==> src/rtl/btn_gen_cfg_ctrl_if.sv <==
// Key/configuration bundle for btn_gen_cfg_ctrl.
//   btn_wave_i, btn_up_i, btn_down_i, btn_en_i : raw push-buttons, active high
//   wave_sel_o, freq_idx_o, gen_en_o           : current generator configuration
//   cfg_valid_o                                : one-cycle pulse when the configuration changed
// Modports: master drives the keys and observes the configuration; slave is the controller.
interface btn_gen_cfg_ctrl_if #(
  parameter int unsigned NUM_WAVE = 4,
  parameter int unsigned FREQ_W   = 4
);
  localparam int unsigned WAVE_W = $clog2(NUM_WAVE);

  logic              btn_wave_i;
  logic              btn_up_i;
  logic              btn_down_i;
  logic              btn_en_i;
  logic [WAVE_W-1:0] wave_sel_o;
  logic [FREQ_W-1:0] freq_idx_o;
  logic              gen_en_o;
  logic              cfg_valid_o;

  modport master (
    output btn_wave_i, btn_up_i, btn_down_i, btn_en_i,
    input  wave_sel_o, freq_idx_o, gen_en_o, cfg_valid_o
  );

  modport slave (
    input  btn_wave_i, btn_up_i, btn_down_i, btn_en_i,
    output wave_sel_o, freq_idx_o, gen_en_o, cfg_valid_o
  );
endinterface

==> src/rtl/btn_gen_cfg_ctrl.sv <==
// Button-driven configuration controller for the test signal generator.
// Synchronises and debounces four raw keys, turns debounced rising edges into press events and
// sequences waveform select, saturating frequency index and output enable.
// Ports:
//   clk_i : system clock, rising edge
//   rst_n : asynchronous active-low reset
//   bus   : btn_gen_cfg_ctrl_if.slave (raw keys in, configuration and cfg_valid_o out)
// Build option: define BTN_AUTOREPEAT_EN to give the up/down keys long-press auto-repeat
// (IDLE/HOLD/RPT per key). Without it each up/down press is exactly one step.
module btn_gen_cfg_ctrl #(
  parameter int unsigned DEBOUNCE_CYC = 500000,
  parameter int unsigned HOLD_CYC     = 25000000,
  parameter int unsigned REPEAT_CYC   = 5000000,
  parameter int unsigned NUM_WAVE     = 4,
  parameter int unsigned FREQ_W       = 4,
  parameter int unsigned FREQ_RST     = 0
) (
  input logic                clk_i,
  input logic                rst_n,
  btn_gen_cfg_ctrl_if.slave  bus
);
  localparam int unsigned WaveW = $clog2(NUM_WAVE);
  localparam int unsigned DbW   = (DEBOUNCE_CYC > 1) ? $clog2(DEBOUNCE_CYC) : 1;

  // Key bit positions
  localparam int unsigned KWave = 0;
  localparam int unsigned KEn   = 3;

  logic [3:0]          raw, sync1_q, sync2_q, db_q, db_d, db_prev_q, press;
  logic [3:0][DbW-1:0] cnt_q, cnt_d;
  logic [1:0]          step;  // [0] up, [1] down

  assign raw = {bus.btn_en_i, bus.btn_down_i, bus.btn_up_i, bus.btn_wave_i};

  always_comb begin
    db_d  = db_q;
    cnt_d = '0;
    for (int k = 0; k < 4; k++) begin
      if (sync2_q[k] != db_q[k]) begin
        if (cnt_q[k] == DbW'(DEBOUNCE_CYC - 1)) begin
          db_d[k] = ~db_q[k];
        end else begin
          cnt_d[k] = cnt_q[k] + 1'b1;
        end
      end
    end
  end

  always_ff @(posedge clk_i or negedge rst_n) begin
    if (!rst_n) begin
      sync1_q   <= '0;
      sync2_q   <= '0;
      db_q      <= '0;
      db_prev_q <= '0;
      cnt_q     <= '0;
    end else begin
      sync1_q   <= raw;
      sync2_q   <= sync1_q;
      db_q      <= db_d;
      db_prev_q <= db_q;
      cnt_q     <= cnt_d;
    end
  end

  assign press = db_q & ~db_prev_q;

`ifdef BTN_AUTOREPEAT_EN
  localparam int unsigned TmMax = (HOLD_CYC > REPEAT_CYC) ? HOLD_CYC : REPEAT_CYC;
  localparam int unsigned TmW   = (TmMax > 1) ? $clog2(TmMax) : 1;

  typedef enum logic [1:0] {StIdle, StHold, StRpt} rpt_state_e;

  rpt_state_e          state_q [2];
  rpt_state_e          state_d [2];
  logic [1:0][TmW-1:0] tmr_q, tmr_d;

  always_comb begin
    tmr_d = tmr_q;
    step  = '0;
    for (int j = 0; j < 2; j++) begin
      state_d[j] = state_q[j];
      unique case (state_q[j])
        StIdle: begin
          if (press[j+1]) begin
            step[j]    = 1'b1;
            tmr_d[j]   = '0;
            state_d[j] = StHold;
          end
        end
        StHold: begin
          if (!db_q[j+1]) begin
            state_d[j] = StIdle;
          end else if (tmr_q[j] == TmW'(HOLD_CYC - 1)) begin
            step[j]    = 1'b1;
            tmr_d[j]   = '0;
            state_d[j] = StRpt;
          end else begin
            tmr_d[j] = tmr_q[j] + 1'b1;
          end
        end
        StRpt: begin
          if (!db_q[j+1]) begin
            state_d[j] = StIdle;
          end else if (tmr_q[j] == TmW'(REPEAT_CYC - 1)) begin
            step[j]  = 1'b1;
            tmr_d[j] = '0;
          end else begin
            tmr_d[j] = tmr_q[j] + 1'b1;
          end
        end
        default: state_d[j] = StIdle;
      endcase
    end
  end

  always_ff @(posedge clk_i or negedge rst_n) begin
    if (!rst_n) begin
      state_q[0] <= StIdle;
      state_q[1] <= StIdle;
      tmr_q      <= '0;
    end else begin
      state_q[0] <= state_d[0];
      state_q[1] <= state_d[1];
      tmr_q      <= tmr_d;
    end
  end
`else
  // Timing parameters only matter for auto-repeat.
  logic unused_params;
  assign unused_params = ^{HOLD_CYC, REPEAT_CYC};
  assign step = press[2:1];
`endif

  logic [WaveW-1:0]  wave_q, wave_d;
  logic [FREQ_W-1:0] freq_q, freq_d;
  logic              en_q, en_d, valid_q, valid_d;

  always_comb begin
    wave_d = wave_q;
    freq_d = freq_q;
    en_d   = en_q ^ press[KEn];
    if (press[KWave]) begin
      wave_d = (wave_q == WaveW'(NUM_WAVE - 1)) ? '0 : wave_q + 1'b1;
    end
    // Simultaneous up+down cancel; steps past either end are dropped.
    if (step == 2'b01 && freq_q != '1) begin
      freq_d = freq_q + 1'b1;
    end else if (step == 2'b10 && freq_q != '0) begin
      freq_d = freq_q - 1'b1;
    end
    valid_d = (wave_d != wave_q) || (freq_d != freq_q) || (en_d != en_q);
  end

  always_ff @(posedge clk_i or negedge rst_n) begin
    if (!rst_n) begin
      wave_q  <= '0;
      freq_q  <= FREQ_W'(FREQ_RST);
      en_q    <= 1'b0;
      valid_q <= 1'b0;
    end else begin
      wave_q  <= wave_d;
      freq_q  <= freq_d;
      en_q    <= en_d;
      valid_q <= valid_d;
    end
  end

  assign bus.wave_sel_o  = wave_q;
  assign bus.freq_idx_o  = freq_q;
  assign bus.gen_en_o    = en_q;
  assign bus.cfg_valid_o = valid_q;
endmodule
==> src/flat_wrapper.sv <==
// flat-port wrapper written by rule: the top's interface ports become plain ports
module btn_gen_cfg_ctrl_flat 
#(
  parameter int unsigned DEBOUNCE_CYC = 500000,
  parameter int unsigned HOLD_CYC     = 25000000,
  parameter int unsigned REPEAT_CYC   = 5000000,
  parameter int unsigned NUM_WAVE     = 4,
  parameter int unsigned FREQ_W       = 4,
  parameter int unsigned FREQ_RST     = 0
)
  (clk_i, rst_n, bus_btn_wave_i, bus_btn_up_i, bus_btn_down_i, bus_btn_en_i, bus_wave_sel_o, bus_freq_idx_o, bus_gen_en_o, bus_cfg_valid_o);
  btn_gen_cfg_ctrl_if #(.NUM_WAVE(NUM_WAVE), .FREQ_W(FREQ_W)) bus_i ();
  input logic clk_i;
  input logic rst_n;
  input wire logic [$bits(bus_i.btn_wave_i)-1:0] bus_btn_wave_i;
  input wire logic [$bits(bus_i.btn_up_i)-1:0] bus_btn_up_i;
  input wire logic [$bits(bus_i.btn_down_i)-1:0] bus_btn_down_i;
  input wire logic [$bits(bus_i.btn_en_i)-1:0] bus_btn_en_i;
  output wire logic [$bits(bus_i.wave_sel_o)-1:0] bus_wave_sel_o;
  output wire logic [$bits(bus_i.freq_idx_o)-1:0] bus_freq_idx_o;
  output wire logic [$bits(bus_i.gen_en_o)-1:0] bus_gen_en_o;
  output wire logic [$bits(bus_i.cfg_valid_o)-1:0] bus_cfg_valid_o;
  assign bus_i.btn_wave_i = bus_btn_wave_i;
  assign bus_i.btn_up_i = bus_btn_up_i;
  assign bus_i.btn_down_i = bus_btn_down_i;
  assign bus_i.btn_en_i = bus_btn_en_i;
  assign bus_wave_sel_o = bus_i.wave_sel_o;
  assign bus_freq_idx_o = bus_i.freq_idx_o;
  assign bus_gen_en_o = bus_i.gen_en_o;
  assign bus_cfg_valid_o = bus_i.cfg_valid_o;
  btn_gen_cfg_ctrl #(.DEBOUNCE_CYC(DEBOUNCE_CYC), .HOLD_CYC(HOLD_CYC), .REPEAT_CYC(REPEAT_CYC), .NUM_WAVE(NUM_WAVE), .FREQ_W(FREQ_W), .FREQ_RST(FREQ_RST)) u_core (.clk_i(clk_i), .rst_n(rst_n), .bus(bus_i));
endmodule
==> config.mk <==
export PLATFORM = sky130hd
export DESIGN_NAME = btn_gen_cfg_ctrl_flat
export DESIGN_NICKNAME = d
export VERILOG_FILES = /design/src/rtl/btn_gen_cfg_ctrl_if.sv /design/src/rtl/btn_gen_cfg_ctrl.sv /design/src/flat_wrapper.sv
export SDC_FILE = /design/constraint.sdc
export NUM_CORES = 1
export LEC_CHECK = 0
export CAP_MARGIN = 20
export CORE_MARGIN = 5
export CORE_UTILIZATION = 39
export DETAILED_ROUTE_END_ITERATION = 12
export PLACE_DENSITY = 0.57
export SETUP_SLACK_MARGIN = 0.1
export SYNTH_ARGS = -nofsm -noshare
export SYNTH_HDL_FRONTEND = slang
export SYNTH_SLANG_ARGS = --single-unit
==> constraint.sdc <==
create_clock -name clk_i -period 2.7 [get_ports clk_i]
set_input_delay 0.54 -clock clk_i [delete_from_list [all_inputs] [get_ports clk_i]]
set_output_delay 0.54 -clock clk_i [all_outputs]
set_load 0.05 [all_outputs]
==> After elaboration in Yosys (flattened, before gate mapping) <==
Cells that the tools add are included.
{ "classes": {"n_addsub": 7, "multipliers": 0, "n_div": 0, "n_lt_le_gt_ge": 0, "n_eq_ne": 15, "shift": 0, "muxes": 12, "bitwise_logic": 7, "n_reduce_logical": 9} }
{ "ops": {"columns": ["op", "count"], "rows": [
  ["two-way mux 19 bit", 8],
  ["adder 19 x 1 -> 19 bit (second input constant)", 4],
  ["== test 19 bit (second input constant)", 4],
  ["two-way mux 4 bit", 2],
  ["AND reduction 2 bit", 4],
  ["!= test 1 bit", 5],
  ["adder 4 x 1 -> 4 bit (second input constant)", 1],
  ["bitwise AND 4 bit", 1],
  ["== test 2 bit (second input constant)", 2],
  ["two-way mux 2 bit", 2],
  ["!= test 4 bit", 1],
  ["!= test 4 bit (second input constant)", 1],
  ["NOT 1 bit", 4],
  ["NOT 4 bit", 1],
  ["nonzero test 4 bit", 1],
  ["subtractor 4 x 1 -> 4 bit (second input constant)", 1],
  ["adder 2 x 1 -> 2 bit (second input constant)", 1],
  ["== test 2 x 1 -> 1 bit (second input constant)", 1],
  ["logical AND 1 bit", 2],
  ["logical OR 1 bit", 2],
  ["!= test 2 bit", 1],
  ["bitwise XOR 1 bit", 1]
]} }
{ "totals": {"regBits": 100, "latch_bits": 0, "ram_bits": 0, "rom_bits": 0, "inputBits": 6, "out_inout_bits": 8, "wordCells": 65, "memories": 0} }

==> Longest topological paths before layout <==
Gate-level depths: netlist of run 1.
{ "logic_depth": {"word_depth": 9, "depth_mapped": 6, "depth_no_buf": 5} }

==> Least setup slack after synthesis of run 1 <==
No wires, ideal clock.
{ "synth_timing": {"path_type": "register -> register", "from": "register u_core.cnt_q[57] (netlist bit)", "to": "register u_core.cnt_q[73] (netlist bit)", "setup_ns": 0.078, "t_arrival_ns": 1.784, "t_required_ns": 2.622, "path_slack_ns": 0.838, "stages_incl_launch_ff": 6, "n_path_buf": 0, "period_less_slack_ns": 1.862, "cell_sequence": "dfrtp_1 ha_1 nand4_4 or4_4 or3_1 a21oi_1"} }
{ "synth_rtl": {"columns": ["item", "line", "rtl"], "rows": [
  ["from (decl)", "btn_gen_cfg_ctrl.sv:30", "logic [3:0][DbW-1:0] cnt_q, cnt_d;"],
  ["from (signal assigned)", "btn_gen_cfg_ctrl.sv:61", "cnt_q <= cnt_d;"]
]} }

==> Worst setup path in the final report of run 1 <==
{ "layout_timing": {"from": "register u_core.freq_q[0], in the netlist u_core.bus.freq_idx_o[0]", "to": "output bus_freq_idx_o[0]"} }
{ "layout_rtl": {"columns": ["item", "line", "rtl"], "rows": [
  ["from (decl)", "btn_gen_cfg_ctrl.sv:135", "logic [FREQ_W-1:0] freq_q, freq_d;"],
  ["from (signal assigned)", "btn_gen_cfg_ctrl.sv:157", "freq_q <= FREQ_W'(FREQ_RST);"],
  ["from (signal assigned)", "btn_gen_cfg_ctrl.sv:162", "freq_q <= freq_d;"],
  ["to (decl)", "flat_wrapper.sv:20", "output wire logic [$bits(bus_i.freq_idx_o)-1:0] bus_freq_idx_o;"]
]} }
No word-level cell between the ends.

==> run summary, run 1 <==
Starting Density - 40.0%
CP max stage delay - 0.84 ns
Ant. Diodes - 0
CP Capture Type - output pin
Final setup violation count - 0
pre-CTS WS - 0.696 ns
slowest stage cell, crit path - clkdlybuf4s50_1
Post-Route WL - 8730 microns
largest vdd supply drop - 0.250 mV
P&R area growth vs syn - 14.4%
vias per cell - 5.03
crit path DAT - 1.63 ns
grt total ovfl - 0
CTS tree - done
post-synthesis mux area share - 1.61%
Final Max Tran Viols - 0
worst hold slack - 0.139 ns
Seq/Total Area, Yosys - 51.8%
IO buf count - 13
vias in the first global route - 3324
Antenna Nets Post-Route - 0
cell taking the most area after synthesis - dfrtp_1
Final Cycle Share - 80.3%
Final WS setup - 0.532 ns
leakage power - 2.24 nW
Max Cap Violations - 0
Post-Place Cells - 648
Max-Slew Margin vs Limit - 62.1%
RePlAce Congestion - 0.802
die area - 14700 sq um
crit-path leading delay family - buffers and inverters
H-tree Lvls - 3
global-route wire length before repair - 15600 microns
RSZ-0062 raised after global routing - no
Core ar. - 12100 sq um
Yosys reg bits - 100
layout cells sized above 1 - 8.87%
final worst path period need - 2.17 ns
Residual DRC - 0
Num CTS Buffers - 9
# fillers - 1155
WP buf/inv - 1
Fin. Hold Viols - 0
die height - 121 microns
all-layer global routing usage - 13.0%
post-synthesis simple-gate area fraction - 25.4%
CTS clk-pin slew, worst paths - 0.07 ns
non-filler instance count after layout - 664
num ports - 14
Synth top area share - 51.8%
clock sinks - 100
clk buf depth - 2
Worst Path Required - 2.16 ns
HPWL after DPL - 6140 microns
initial antenna violation count - 0
startpoint types - flop
synth cell count leaders - 100 x dfrtp_1, 72 x nor2_1, 44 x xnor2_1
die width - 121 microns
largest net degree at the start of global routing - 51
Ys Warns - 0
via count - 3340
Synth Area in Compound Gates - 5.83%
drt first pass iters - 6
Synth cell types - 44
multi-input logic area - 2230 sq um
post-CTS setup repair buffer count - 0
hold crit path type - primary input to async pin
CP Class - flop to output pin
PostCTS Resize Cnt - 0
DR WL/cell - 13.1 microns
Synth Area in Adders - 1.81%
root buf cell - clkbuf_16
Highest Clock Rate - 461 MHz
Synth Net Count - 481
Post-Route Setup TNS - 0 ns
nets - 504
number of synthesized flops with an enable pin - 0
xor/xnor share of the synthesized area - 11.4%
Worst Tran Pin Value - 0.563 ns
hold_buf cts - 0
count leader, synth - dfrtp_1
num rows - 40
ys async rst share - 100%
Gate Count Post-Synth - 468
Mapped Area - 4830 sq um
P per Cell Area - 552 nW/um^2
CP max FO - 6
Setup Skew - 0.00737 ns
outcome - finished clean
Synth area leaders - dfrtp_1 52%, xnor2_1 8.0%, nor2_1 5.6%, nand3_1 3.5%, xor2_1 3.4%
Register Area - 2500 sq um
dominant combinational cell family by area after synthesis - simple AND/OR/NAND/NOR gates
main flop type after synthesis - dfrtp_1
Clk Latency, worst-skew pair - 0.34 ns
Avg Cell Area, Syn - 10.3 sq um
DRT iter0 DRCs - 170
crit-path cells - clkdlybuf4s50_1
==> placed cells by master (no fill, tap or decap), types with 3 or more instances in the layout <==
| master | synthesis | routed |
|---|---|---|
| a21oi_1 | 15 | 15 |
| nand3_1 | 34 | 34 |
| clkdlybuf4s50_1 | 0 | 12 |
| or2_2 | 3 | 3 |
| ha_1 | 7 | 7 |
| nor2b_1 | 3 | 3 |
| nand4_4 | 3 | 3 |
| and2_1 | 4 | 4 |
| clkbuf_16 | 0 | 9 |
| inv_1 | 15 | 15 |
| nand2b_1 | 3 | 3 |
| clkbuf_8 | 0 | 3 |
| xnor2_1 | 44 | 44 |
| or3_1 | 9 | 9 |
| nor2_1 | 72 | 72 |
| dfrtp_1 | 100 | 100 |
| and4_1 | 4 | 4 |
| or4_1 | 3 | 3 |
| nand2_1 | 27 | 27 |
| mux2_2 | 6 | 6 |
| nor4_1 | 22 | 22 |
| o21ai_0 | 11 | 11 |
| o41ai_4 | 3 | 3 |
| nor3_1 | 13 | 13 |
| xor2_1 | 19 | 19 |
| nand4_1 | 18 | 18 |
| buf_4 | 3 | 7 |
==> sequential cells by signal, summed over array words and instances, names as in the netlist <==
name and count:
u_core.db_q 4, u_core.sync2_q 4, u_core.bus.gen_en_o 1, u_core.bus.cfg_valid_o 1, u_core.sync1_q 4, u_core.cnt_q 76, u_core.db_prev_q 4, u_core.bus.freq_idx_o 4
u_core.bus.wave_sel_o 2
==> kinds of logic after synthesis <==
| group | Yosys count |
|---|---|
| adder cells (fa/ha/maj) | 7 |
| buffers and inverters | 23 |
| XOR/XNOR | 63 |
| flip-flops | 100 |
| AND/OR/NAND/NOR | 230 |
| multiplexers | 7 |
| AO/OA/AOI/OAI | 38 |
==> power breakdown <==
| group | internal, mW | total, mW | switching (mW) |
|---|---|---|---|
| clock network | 0.884 | 1.41 | 0.528 |
| registers | 1.52 | 1.54 | 0.0221 |
| logic | 0.0346 | 0.0977 | 0.0631 |
==> worst paths after layout <==
| check | startpoint | to | slack [ns] | cells after the start |
|---|---|---|---|---|
| worst max-delay path | u_core.bus.freq_idx_o[0] | bus_freq_idx_o[0] | 0.53 | 1 |
| worst min-delay path | rst_n | u_core.db_q[2] | 0.14 | 1 |
| worst max register to register | u_core.cnt_q[30] | u_core.cnt_q[35] | 0.66 | 5 |
| worst min register to register | u_core.sync1_q[2] | u_core.sync2_q[2] | 0.35 | 0 |
| max in group asynchronous | rst_n | u_core.cnt_q[65] | 1.96 | 2 |
| min in group clk_i | u_core.sync1_q[2] | u_core.sync2_q[2] | 0.35 | 0 |
==> metal layers <==
layer  vias to the layer above  GRT usage (%)  share of wire, %
met5                         -              0                 0
met4                         0           3.99               1.0
met3                         6           3.68               2.8
met2                        34           21.2                48
met1                      1603           16.7                48
li1                       1697              -                 -
==> per-stage QoR <==
| step | power [mW] | cell area (sq um) | util [%] |
|---|---|---|---|
| finish | 3.05 | 5520 | 45.8 |
| global route | 3.19 | 5520 | 45.8 |
| CTS | 3.12 | 5520 | 45.8 |
| detailed placement | 1.67 | 5190 | 43.0 |
| global placement | 1.67 | 5190 | 43.0 |
| floorplan | 1.61 | 4830 | - |
==> cell type report <==
cell class / count / area share (%)
repair buffers: 20 / 3.49
well taps: 168 / 3.81
clock inverters: 4 / 1.27
multi-input cells: 345 / 40.3
inverters: 15 / 1.02
flip-flops and latches: 100 / 45.3
clock buffers: 12 / 4.82
No activity file was read; power rests on OpenSTA's default activity.
==> run 2: changes to the inputs <==
clock period = 2.1 ns   (was 2.7 ns; I/O delays follow)
==> run 2 against run 1 <==
Against the previous run:
- worst setup slack lost 0.35 ns
- cell count up 1.2%
- core utilization up 0.72 points
- total power is 29% higher
- non-clock buffer count up 8
- critical path depth is the same
- combinational power up 36%
- sequential cell count is the same
- global-route usage is 0.33 points lower
- critical path type unchanged
- critical endpoint is now bus_gen_en_o
==> run summary, run 2 (synthesis gave the netlist of run 1 again) <==
CP Capture Type - output pin
non-filler instance count after layout - 672 (+1.2%)
die height - 121 microns (unchanged)
Post-Route WL - 8590 microns (-1.6%)
die width - 121 microns (unchanged)
Final Max Tran Viols - 0 (unchanged)
CP max stage delay - 0.81 ns (-0.03 ns)
largest net degree at the start of global routing - 92 (+80%)
CTS clk-pin slew, worst paths - 0.07 ns (about the same)
DRT iter0 DRCs - 233 (+37%)
Post-Place Cells - 654 (+0.93%)
grt total ovfl - 0 (unchanged)
global-route wire length before repair - 15400 microns (-1.2%)
outcome - finished clean
leading cell type in the layout, fill and taps excluded - dfrtp_1
R2R Path Start - u_core.cnt_q[57]
clk buf depth - 2 (unchanged)
Clk Latency, worst-skew pair - 0.34 ns (about the same)
# fillers - 1148 (-0.61%)
WP buf/inv - 1 (unchanged)
via count - 3376 (+1.1%)
layout cells sized above 1 - 10.3% (+1.4 points)
crit-path cells - clkdlybuf4s50_1
crit-path leading delay family - buffers and inverters
crit path DAT - 1.50 ns (-0.13 ns)
Top reg by flops - u_core.cnt_q
Highest Clock Rate - 521 MHz
Num CTS Buffers - 9 (unchanged)
hold crit path type - flop to flop
HPWL after DPL - 5920 microns (-3.6%)
num ports - 14 (unchanged)
vias per cell - 5.02 (-0.13%)
Power Total - 3.95 mW (+29%)
Max-Slew Margin vs Limit - 62.5% (+0.38 points)
CTS tree - done
drt first pass iters - 5 (-1)
H-tree Lvls - 3 (unchanged)
Ant. Diodes - 0 (unchanged)
Worst Setup SP - u_core.bus.gen_en_o
Worst Path Required - 1.68 ns (-0.48 ns)
startpoint types - flop
Starting Density - 40.0% (unchanged)
P&R area growth vs syn - 16.2%
Core ar. - 12100 sq um (unchanged)
max reg flops - 76 (unchanged)
IO buf count - 13 (unchanged)
vias in the first global route - 3262 (-1.9%)
Residual DRC - 0 (unchanged)
Final setup violation count - 0 (unchanged)
Worst Tran Pin Value - 0.559 ns (-0.00384 ns)
CP Class - flop to output pin
num rows - 40 (unchanged)
Fin. Hold Viols - 0 (unchanged)
Antenna Nets Post-Route - 0 (unchanged)
DR WL/cell - 12.8 microns (-2.7%)
clock sinks - 100 (unchanged)
Final Cycle Share - 91.4%
root buf cell - clkbuf_16
Max Cap Violations - 0 (unchanged)
P per Cell Area - 703 nW/um^2 (+27%)
Post-Route Setup TNS - 0 ns (unchanged)
initial antenna violation count - 0 (unchanged)
Setup Skew - 0.00531 ns (-0.00206 ns)
RePlAce Congestion - 0.807 (+0.64%)
most frequent cells in the layout - 100 x dfrtp_1, 72 x nor2_1, 44 x xnor2_1
final worst path period need - 1.92 ns
largest vdd supply drop - 0.358 mV (+43%)
RSZ-0062 raised after global routing - no
CP max FO - 2 (-4)
nets - 512 (+1.6%)
leakage power - 2.34 nW (+4.6%)
hold_sp - u_core.sync1_q[3]
die area - 14700 sq um (unchanged)
r2r setup slk - 0.18 ns (-0.48 ns)
slowest stage cell, crit path - clkdlybuf4s50_1
all-layer global routing usage - 12.6% (-0.33 points)
run 2: changes by cell type in the layout (fill, tap and decap cells not counted):
cell / delta
nor4_1: -1
nor4_2: +1
clkbuf_1: +1
dlygate4sd2_1: +3
buf_4: +7
clkinv_2: -2
dlygate4sd3_1: +1
clkdlybuf4s50_1: -6
ha_4: +1
dlymetal6s2s_1: +3
ha_1: -1
clkinvlp_4: +1
run 2: where the power goes:
part | leakage (nW) | internal, mW | switching [mW]
Clock | 0.162 | 1.14 | 0.688
Combinational | 0.812 | 0.0505 | 0.0823
Sequential | 1.37 | 1.95 | 0.0300
run 2: per-stage QoR:
step / instance area, sq um / hold slack [ns] / worst slack (ns) / util [%]
final: 5610 / 0.350 / 0.181 / 46.5
after global routing: 5610 / 0.358 / 0.0765 / 46.5
after CTS: 5580 / 0.350 / 0.102 / 46.2
after detailed placement: 5230 / 0.260 / 0.112 / 43.4
after global placement: 5230 / 0.258 / 0.179 / 43.4
after floorplan: 4830 / 0.124 / 0.238 / -
run 2: final timing paths:
path                                endpoint  cells past startpoint
min in group asynchronous   u_core.cnt_q[38]                      2
setup reg to reg            u_core.cnt_q[75]                      5
setup / recovery                bus_gen_en_o                      1
hold reg to reg            u_core.sync2_q[3]                      0
max in group asynchronous   u_core.cnt_q[68]                      3
hold / removal             u_core.sync2_q[3]                      0
run 2: layout make-up:
type | count | area (sq um) | share of cell area [%]
Clock buffer | 13 | 270 | 4.82
Tap cell | 168 | 210 | 3.75
Timing Repair Buffer | 28 | 259 | 4.62
Multi-Input combinational cell | 345 | 2240 | 40.0
Sequential cell | 100 | 2500 | 44.6
Inverter | 15 | 56.3 | 1.00
Clock inverter | 3 | 67.6 | 1.20
run 2: layer usage:
layer / up-vias / track usage (%) / share of wire [%]
li1: 1713 / - / -
met1: 1621 / 17.9 / 51
met2: 32 / 19.3 / 45
met3: 10 / 2.84 / 2.4
met4: 0 / 3.85 / 1.5
met5: - / 0 / 0
run 2: repair_timing:
item / in CTS / in global routing
resized for setup: 3 / 6
setup endpoints to repair: 3 / 13
pin swaps: 0 / 1
endpoints found under the hold margin: 9 / 0
hold buffers: 1 / 0
buffers inserted: 0 / 1
